`src/rtl/traffic_pkg.sv`:
```
// Shared types and constants for the intersection phase scheduler.
package traffic_pkg;

    // Output phase codes. ALL_RED only follows reset and reports 3'b111, the
    // same code as NS_LT_Y; the two are told apart by the lamps (NS_LT_Y has ns_y).
    typedef enum logic [2:0] {
        PH_NS_GREEN  = 3'd0,
        PH_NS_YELLOW = 3'd1,
        PH_EW_LT     = 3'd2,
        PH_EW_LT_Y   = 3'd3,
        PH_EW_GREEN  = 3'd4,
        PH_EW_YELLOW = 3'd5,
        PH_NS_LT     = 3'd6,
        PH_NS_LT_Y   = 3'd7
    } phase_e;

    localparam logic [2:0] PH_ALL_RED = 3'b111;

    // Internal scheduler states: the eight cycle phases keep their output code,
    // ALL_RED gets a private ninth encoding.
    localparam logic [3:0] ST_NS_GREEN  = 4'd0;
    localparam logic [3:0] ST_NS_YELLOW = 4'd1;
    localparam logic [3:0] ST_EW_LT     = 4'd2;
    localparam logic [3:0] ST_EW_LT_Y   = 4'd3;
    localparam logic [3:0] ST_EW_GREEN  = 4'd4;
    localparam logic [3:0] ST_EW_YELLOW = 4'd5;
    localparam logic [3:0] ST_NS_LT     = 4'd6;
    localparam logic [3:0] ST_NS_LT_Y   = 4'd7;
    localparam logic [3:0] ST_ALL_RED   = 4'd8;

    typedef struct packed {
        logic g;
        logic y;
        logic r;
        logic lt;
    } lamp_t;

    typedef struct packed {
        lamp_t ns;
        lamp_t ew;
    } lamps_t;

    localparam int G_T_DEF      = 40;
    localparam int Y_T_DEF      = 5;
    localparam int LT_T_DEF     = 20;
    localparam int ALLRED_T_DEF = 3;
    localparam int WALK_T_DEF   = 10;

    function automatic logic [2:0] phase_code(input logic [3:0] st);
        logic [2:0] code;
        if (st == ST_ALL_RED) begin
            code = PH_ALL_RED;
        end else begin
            code = st[2:0];
        end
        return code;
    endfunction

    // Lamp pattern for each state; anything not lit on an axis shows red.
    function automatic lamps_t lamp_decode(input logic [3:0] st);
        lamps_t l;
        l.ns = 4'b0010;
        l.ew = 4'b0010;
        case (st)
            ST_NS_GREEN:              l.ns = 4'b1000;
            ST_NS_YELLOW, ST_NS_LT_Y: l.ns = 4'b0100;
            ST_NS_LT:                 l.ns = 4'b0011;
            ST_EW_LT:                 l.ew = 4'b0011;
            ST_EW_LT_Y, ST_EW_YELLOW: l.ew = 4'b0100;
            ST_EW_GREEN:              l.ew = 4'b1000;
            default:                  l.ns = 4'b0010;
        endcase
        return l;
    endfunction

endpackage

```
`src/rtl/traffic_phase_sched_phase_timer.sv`:
```
// 8-bit tick counter: counts ticks from clear and flags the tick that
// completes dur ticks, restarting itself on that tick.
module phase_timer (
    input  logic       clk,
    input  logic       clr,
    input  logic       tick,
    input  logic [7:0] dur,
    output logic       expire
);

    logic [7:0] count_r;

    assign expire = tick && (count_r == (dur - 8'd1));

    // Tick counter, clear has priority over advance.
    always_ff @(posedge clk) begin
        if (clr) begin
            count_r <= 8'd0;
        end else if (expire) begin
            count_r <= 8'd0;
        end else if (tick) begin
            count_r <= count_r + 8'd1;
        end else begin
            count_r <= count_r;
        end
    end

endmodule

```
`src/rtl/traffic_phase_sched.sv`:
```
// Demand-driven eight-phase intersection scheduler with pedestrian walk.
// Define TRAFFIC_LT_SKIP_EN to skip left-turn phases with no pending request.
module traffic_phase_sched
    import traffic_pkg::*;
#(
    parameter int G_T      = G_T_DEF,
    parameter int Y_T      = Y_T_DEF,
    parameter int LT_T     = LT_T_DEF,
    parameter int ALLRED_T = ALLRED_T_DEF,
    parameter int WALK_T   = WALK_T_DEF
) (
    input  logic       clk,
    input  logic       rst,
    input  logic       tick,
    input  logic       lt_ns_req,
    input  logic       lt_ew_req,
    input  logic       ped_ns_req,
    input  logic       ped_ew_req,
    output logic       ns_g,
    output logic       ns_y,
    output logic       ns_r,
    output logic       ns_lt,
    output logic       ew_g,
    output logic       ew_y,
    output logic       ew_r,
    output logic       ew_lt,
    output logic       walk_ns,
    output logic       walk_ew,
    output logic [2:0] phase,
    output logic       phase_start
);

    localparam logic [7:0] G_D      = 8'(G_T);
    localparam logic [7:0] Y_D      = 8'(Y_T);
    localparam logic [7:0] LT_D     = 8'(LT_T);
    localparam logic [7:0] ALLRED_D = 8'(ALLRED_T);
    localparam logic [7:0] WALK_D   = 8'(WALK_T);

    logic [3:0] state_r;
    logic [3:0] next_state_s;
    logic [7:0] phase_dur_s;
    logic       phase_exp_s;
    logic       walk_exp_s;
    logic       walk_any_s;
    lamps_t     lamps_r;
    logic [2:0] phase_r;
    logic       phase_start_r;
    logic       walk_ns_r, walk_ew_r;
    logic       walk_ns_nx_s, walk_ew_nx_s;
    logic       lat_lt_ns_r, lat_lt_ew_r, lat_ped_ns_r, lat_ped_ew_r;
    logic       pend_lt_ns_s, pend_lt_ew_s, pend_ped_ns_s, pend_ped_ew_s;
    logic       lt_ns_go_s, lt_ew_go_s;

    assign pend_lt_ns_s  = lat_lt_ns_r  | lt_ns_req;
    assign pend_lt_ew_s  = lat_lt_ew_r  | lt_ew_req;
    assign pend_ped_ns_s = lat_ped_ns_r | ped_ns_req;
    assign pend_ped_ew_s = lat_ped_ew_r | ped_ew_req;

`ifdef TRAFFIC_LT_SKIP_EN
    assign lt_ns_go_s = pend_lt_ns_s;
    assign lt_ew_go_s = pend_lt_ew_s;
`else
    assign lt_ns_go_s = 1'b1;
    assign lt_ew_go_s = 1'b1;
`endif

    assign walk_any_s = walk_ns_r | walk_ew_r;

    phase_timer u_phase_timer (
        .clk    (clk),
        .clr    (rst),
        .tick   (tick),
        .dur    (phase_dur_s),
        .expire (phase_exp_s)
    );

    // The walk timer idles at zero whenever no walk is lit.
    phase_timer u_walk_timer (
        .clk    (clk),
        .clr    (rst | ~walk_any_s),
        .tick   (tick & walk_any_s),
        .dur    (WALK_D),
        .expire (walk_exp_s)
    );

    // Duration of the phase currently running.
    always_comb begin
        phase_dur_s = Y_D;
        case (state_r)
            ST_NS_GREEN, ST_EW_GREEN: phase_dur_s = G_D;
            ST_NS_LT, ST_EW_LT:       phase_dur_s = LT_D;
            ST_ALL_RED:               phase_dur_s = ALLRED_D;
            default:                  phase_dur_s = Y_D;
        endcase
    end

    // Phase sequencing; skip choices use the requests pending on the expiring tick.
    always_comb begin
        next_state_s = state_r;
        if (phase_exp_s) begin
            case (state_r)
                ST_ALL_RED:   next_state_s = ST_NS_GREEN;
                ST_NS_GREEN:  next_state_s = ST_NS_YELLOW;
                ST_NS_YELLOW: next_state_s = lt_ew_go_s ? ST_EW_LT : ST_EW_GREEN;
                ST_EW_LT:     next_state_s = ST_EW_LT_Y;
                ST_EW_LT_Y:   next_state_s = ST_EW_GREEN;
                ST_EW_GREEN:  next_state_s = ST_EW_YELLOW;
                ST_EW_YELLOW: next_state_s = lt_ns_go_s ? ST_NS_LT : ST_NS_GREEN;
                ST_NS_LT:     next_state_s = ST_NS_LT_Y;
                ST_NS_LT_Y:   next_state_s = ST_NS_GREEN;
                default:      next_state_s = ST_ALL_RED;
            endcase
        end else begin
            next_state_s = state_r;
        end
    end

    // Walk is granted when entering a green with its button pending and is
    // forced off by any phase change, so it never outlives its green.
    always_comb begin
        walk_ns_nx_s = walk_ns_r;
        walk_ew_nx_s = walk_ew_r;
        if (phase_exp_s) begin
            walk_ns_nx_s = (next_state_s == ST_NS_GREEN) && pend_ped_ns_s;
            walk_ew_nx_s = (next_state_s == ST_EW_GREEN) && pend_ped_ew_s;
        end else if (walk_exp_s) begin
            walk_ns_nx_s = 1'b0;
            walk_ew_nx_s = 1'b0;
        end else begin
            walk_ns_nx_s = walk_ns_r;
            walk_ew_nx_s = walk_ew_r;
        end
    end

    // State, registered lamps and request latches; a latch clear on its serving
    // phase's first cycle beats a same-cycle request.
    always_ff @(posedge clk) begin
        if (rst) begin
            state_r       <= ST_ALL_RED;
            lamps_r       <= lamp_decode(ST_ALL_RED);
            phase_r       <= PH_ALL_RED;
            phase_start_r <= 1'b0;
            walk_ns_r     <= 1'b0;
            walk_ew_r     <= 1'b0;
            lat_lt_ns_r   <= 1'b0;
            lat_lt_ew_r   <= 1'b0;
            lat_ped_ns_r  <= 1'b0;
            lat_ped_ew_r  <= 1'b0;
        end else begin
            state_r       <= next_state_s;
            lamps_r       <= lamp_decode(next_state_s);
            phase_r       <= phase_code(next_state_s);
            phase_start_r <= phase_exp_s;
            walk_ns_r     <= walk_ns_nx_s;
            walk_ew_r     <= walk_ew_nx_s;
            lat_lt_ns_r   <= pend_lt_ns_s  & ~(phase_start_r && (state_r == ST_NS_LT));
            lat_lt_ew_r   <= pend_lt_ew_s  & ~(phase_start_r && (state_r == ST_EW_LT));
            lat_ped_ns_r  <= pend_ped_ns_s & ~(phase_start_r && (state_r == ST_NS_GREEN));
            lat_ped_ew_r  <= pend_ped_ew_s & ~(phase_start_r && (state_r == ST_EW_GREEN));
        end
    end

    assign ns_g        = lamps_r.ns.g;
    assign ns_y        = lamps_r.ns.y;
    assign ns_r        = lamps_r.ns.r;
    assign ns_lt       = lamps_r.ns.lt;
    assign ew_g        = lamps_r.ew.g;
    assign ew_y        = lamps_r.ew.y;
    assign ew_r        = lamps_r.ew.r;
    assign ew_lt       = lamps_r.ew.lt;
    assign walk_ns     = walk_ns_r;
    assign walk_ew     = walk_ew_r;
    assign phase       = phase_r;
    assign phase_start = phase_start_r;

endmodule

```
`config.mk`:
```
export PLATFORM = sky130hd
export DESIGN_NAME = traffic_phase_sched
export DESIGN_NICKNAME = d
export VERILOG_FILES = /design/src/rtl/traffic_pkg.sv /design/src/rtl/traffic_phase_sched_phase_timer.sv /design/src/rtl/traffic_phase_sched.sv
export SDC_FILE = /design/constraint.sdc
export NUM_CORES = 1
export LEC_CHECK = 0
export BUFFER_PORTS_ARGS = -buffer_cell sky130_fd_sc_hd__buf_2
export CAP_MARGIN = 10
export CORE_MARGIN = 5
export CORE_UTILIZATION = 50
export CTS_CLUSTER_SIZE = 10
export DETAILED_ROUTE_END_ITERATION = 7
export HOLD_SLACK_MARGIN = 0.05
export PLACE_DENSITY_LB_ADDON = 0.1
export SYNTH_ARGS = -nofsm -noshare
export SYNTH_HDL_FRONTEND = slang
export SYNTH_SLANG_ARGS = --single-unit
export TNS_END_PERCENT = 30
```
`constraint.sdc`:
```
create_clock -name clk -period 9.13 [get_ports clk]
set_clock_uncertainty 0.1 [all_clocks]
set_input_delay 1.826 -clock clk [delete_from_list [all_inputs] [get_ports clk]]
set_output_delay 1.826 -clock clk [all_outputs]
set_load 0.01 [all_outputs]
```
==> impl_results.md <==
* Initial DRC count at 36
* RSZ-0062 raised after global routing: no
* Distinct cells, synth at between 40 and 50
* Kind of path behind the tightest hold check: reg2reg
* Synth area leaders: dfxtp_1 43%, nor2_1 7.5%, xor2_1 6.3%
* Critical path class: in2reg
* Mapped Cells at approximately 190
* Hold Crit Start: walk_ew
* Synth area leader: dfxtp_1
* CP Cell Sequence: buf_2 -> or4b_4 -> nor4b_4 -> o2111ai_2 -> or4b_1 -> a211oi_1 -> a21oi_1
* Setup Buffers After CTS at 0
* N_diodes at 0
* Max_cap viols at 0
* Antenna violations before repair at 0
* Ports at 21
* Design area at 0.00182 sq mm
* CP startpoint kind: primary input
* Largest net degree at the start of global routing at 27
* Crit share post-route at 46.5%
* CP required at between 9000 and 10000 ps
* CTS tree: done
* Outcome: finished clean
* Worst vdd ir at between 0.05 and 0.06 mV
* Cell area after synthesis at approximately 0.0017 sq mm
* H-tree depth at 2
* Slew margin rel. at around 30%
* Nets@finish at ~220
* CTS Buf Count at 5
* Clock transition at path regs at 100 ps
* Wire per inst at about 12 microns
* CP Capture Type: flop
* Vias post-DR at approximately 1300
* Finish-stage setup viols at 0
* Max frequency at between 200 and 250 MHz
* Grt total ovfl at 0
* Post-Syn Nets at 200
* Worst R2R Setup Slack at about 5400 ps
* Std cell rows at 21
* Area share of the largest cell type after synthesis at a little over two fifths
* Most common cell in the netlist: dfxtp_1
* Half-perimeter wire length after placement at 2180 microns
* First-pass GRT wire length at about 5500 microns
* Final hold violation count at 0
* Drt first pass iters at 5
* Die span in x at 67.6 microns
* Non-Filler Instances at between 200 and 300
* Crit-path max cell delay at about 680 ps
* Vert. Die Dim at around 68 microns
* Async SR Flop Fraction at 0%
* Die area at between 0.004 and 0.005 sq mm
* CTS resizes at 0
* Hold Path End: walk_ew
* Arrival time worst endpoint at 4370 ps
* Post-synthesis sequential area ratio at around 43%
* Total track usage at 15.8%
* Reg2reg path depth at 10
* Area Growth Syn to Fin at 9.95%
* Cell area power density at around 150 mW/mm^2
* Hold Buf Count CTS at 0
* Remaining antenna violation count at 0
* Vias in the first global route at roughly 1200
* Port bufs at 18
* Core Area at ~0.0033 sq mm
* RD Place Congestion at between 0.8 and 0.9
* Vias per cell at roughly 5.3
* Placed cells at between 200 and 250
* Mean Syn Cell Area at between 8 and 9 sq um
* Starting density of the core at a little over 50%
* Synth warnings at 0
* Primary FF master, synth: dfxtp_1
* Synth Register Bits at 36
* Leakage power at about 0.69 nW
* Actual slew at the worst max-slew pin at 1050 ps
* Later-pin clock latency in the skew report at roughly 330 ps
* Clock Path Buffers at 2
* TNS Setup at 0 ps
* Final min period at roughly 4200 ps
* CP max stage cell: or4b_1
* DRC viols at 0
* Post-synth EDFFs at 0
* Most frequent cells after synthesis: 36 x dfxtp_1, 33 x nor2_1, 14 x nand2_1, 12 x xor2_1
* Worst-path maximum fanout at 26
* Max-slew violation count at 0
* Total Routed Length at 3100 microns
* Worst hold stages at 2
* RR Startpoint: state_r[0]
* Share of cells above drive strength 1 at approximately 15%
* Clk sink count at 36
* Area post-placement at ~0.0018 sq mm
* Total design power at between 0.2 and 0.3 mW
* R2r endpoint: phase[0]
* CTS Root Cell: clkbuf_4
layer usage:
layer	vias up	global-route usage, %	wire (microns)
met4	0	7.59	61
met5	-	0	0
met1	617	19.8	1480
met2	21	24.5	1400
met3	7	4.99	163
li1	694	-	-
critical path, delay by kind of cell:
kind	cells	cell delay, ps
buf+inv	1	170
compound gates	3	880
simple gates	3	1490
registers in the layout (all words and copies together) (netlist names):
| register | flops |
|---|---|
| phase_start | 1 |
| u_walk_timer.count_r | 8 |
| state_r | 4 |
| ew_lt | 1 |
| ew_y | 1 |
| lat_ped_ns_r | 1 |
| u_phase_timer.count_r | 8 |
| lat_ped_ew_r | 1 |
| ns_lt | 1 |
| ew_r | 1 |
| ns_r | 1 |
| phase | 3 |
| ns_g | 1 |
| ns_y | 1 |
| ew_g | 1 |
| walk_ew | 1 |
| walk_ns | 1 |
metrics by stage:
stage / worst slack, ps / utilization, % / hold WS [ps]
floorplan: 5190 / - / 374
global placement: 4570 / 53.8 / 403
detailed placement: 4530 / 53.8 / 414
CTS: 4900 / 55.5 / 431
global route: 4710 / 55.5 / 467
finish: 4880 / 55.5 / 423
kinds of logic (layout without fill, tap and decap cells):
group | after synthesis | count (layout) | synth area share [%]
xor gates and xnor gates | 21 | 21 | 11.1
buffers and inverters | 13 | 29 | 3.17
and+or+nand+nor | 83 | 83 | 26.2
adders and majority gates | 4 | 4 | 3.02
muxes | 1 | 1 | 0.603
AOI/OAI and AO/OA | 31 | 31 | 12.5
DFF | 36 | 36 | 43.4
worst max-delay path by stage:
stage,cells past startpoint,slack (ps),end,startpoint
floorplan,7,5190,phase[0],tick
global placement,7,4570,phase[0],tick
detailed placement,7,4530,phase[0],tick
CTS,7,4900,phase[0],tick
global route,7,4710,phase[0],tick
finish,7,4880,phase[0],tick
cells in the final DEF, fill, tap and decap left out, types with 4 or more instances in the layout:
master,n
a21oi_1,5
buf_2,18
xor2_1,12
dfxtp_1,36
xnor2_1,9
nor3_1,6
nand3_1,5
ha_1,4
nand2_1,14
nand4_1,4
clkbuf_4,5
o21ai_0,8
nor2_1,33
final cells by class:
cell class,instances,area [sq um]
flip-flops and latches,36,721
multi-input cells,140,886
fillers,324,1460
clock buffers,8,58.8
repair buffers,18,90.1
inverters,3,11.3
well taps,46,57.6
power breakdown:
part	total [mW]	internal, mW	switching (mW)
Combinational	0.0205	0.00908	0.0114
Clock	0.0856	0.0380	0.0477
Sequential	0.164	0.160	0.00353
Total	0.270	0.207	0.0626
Power figures use the tool's default switching activity.
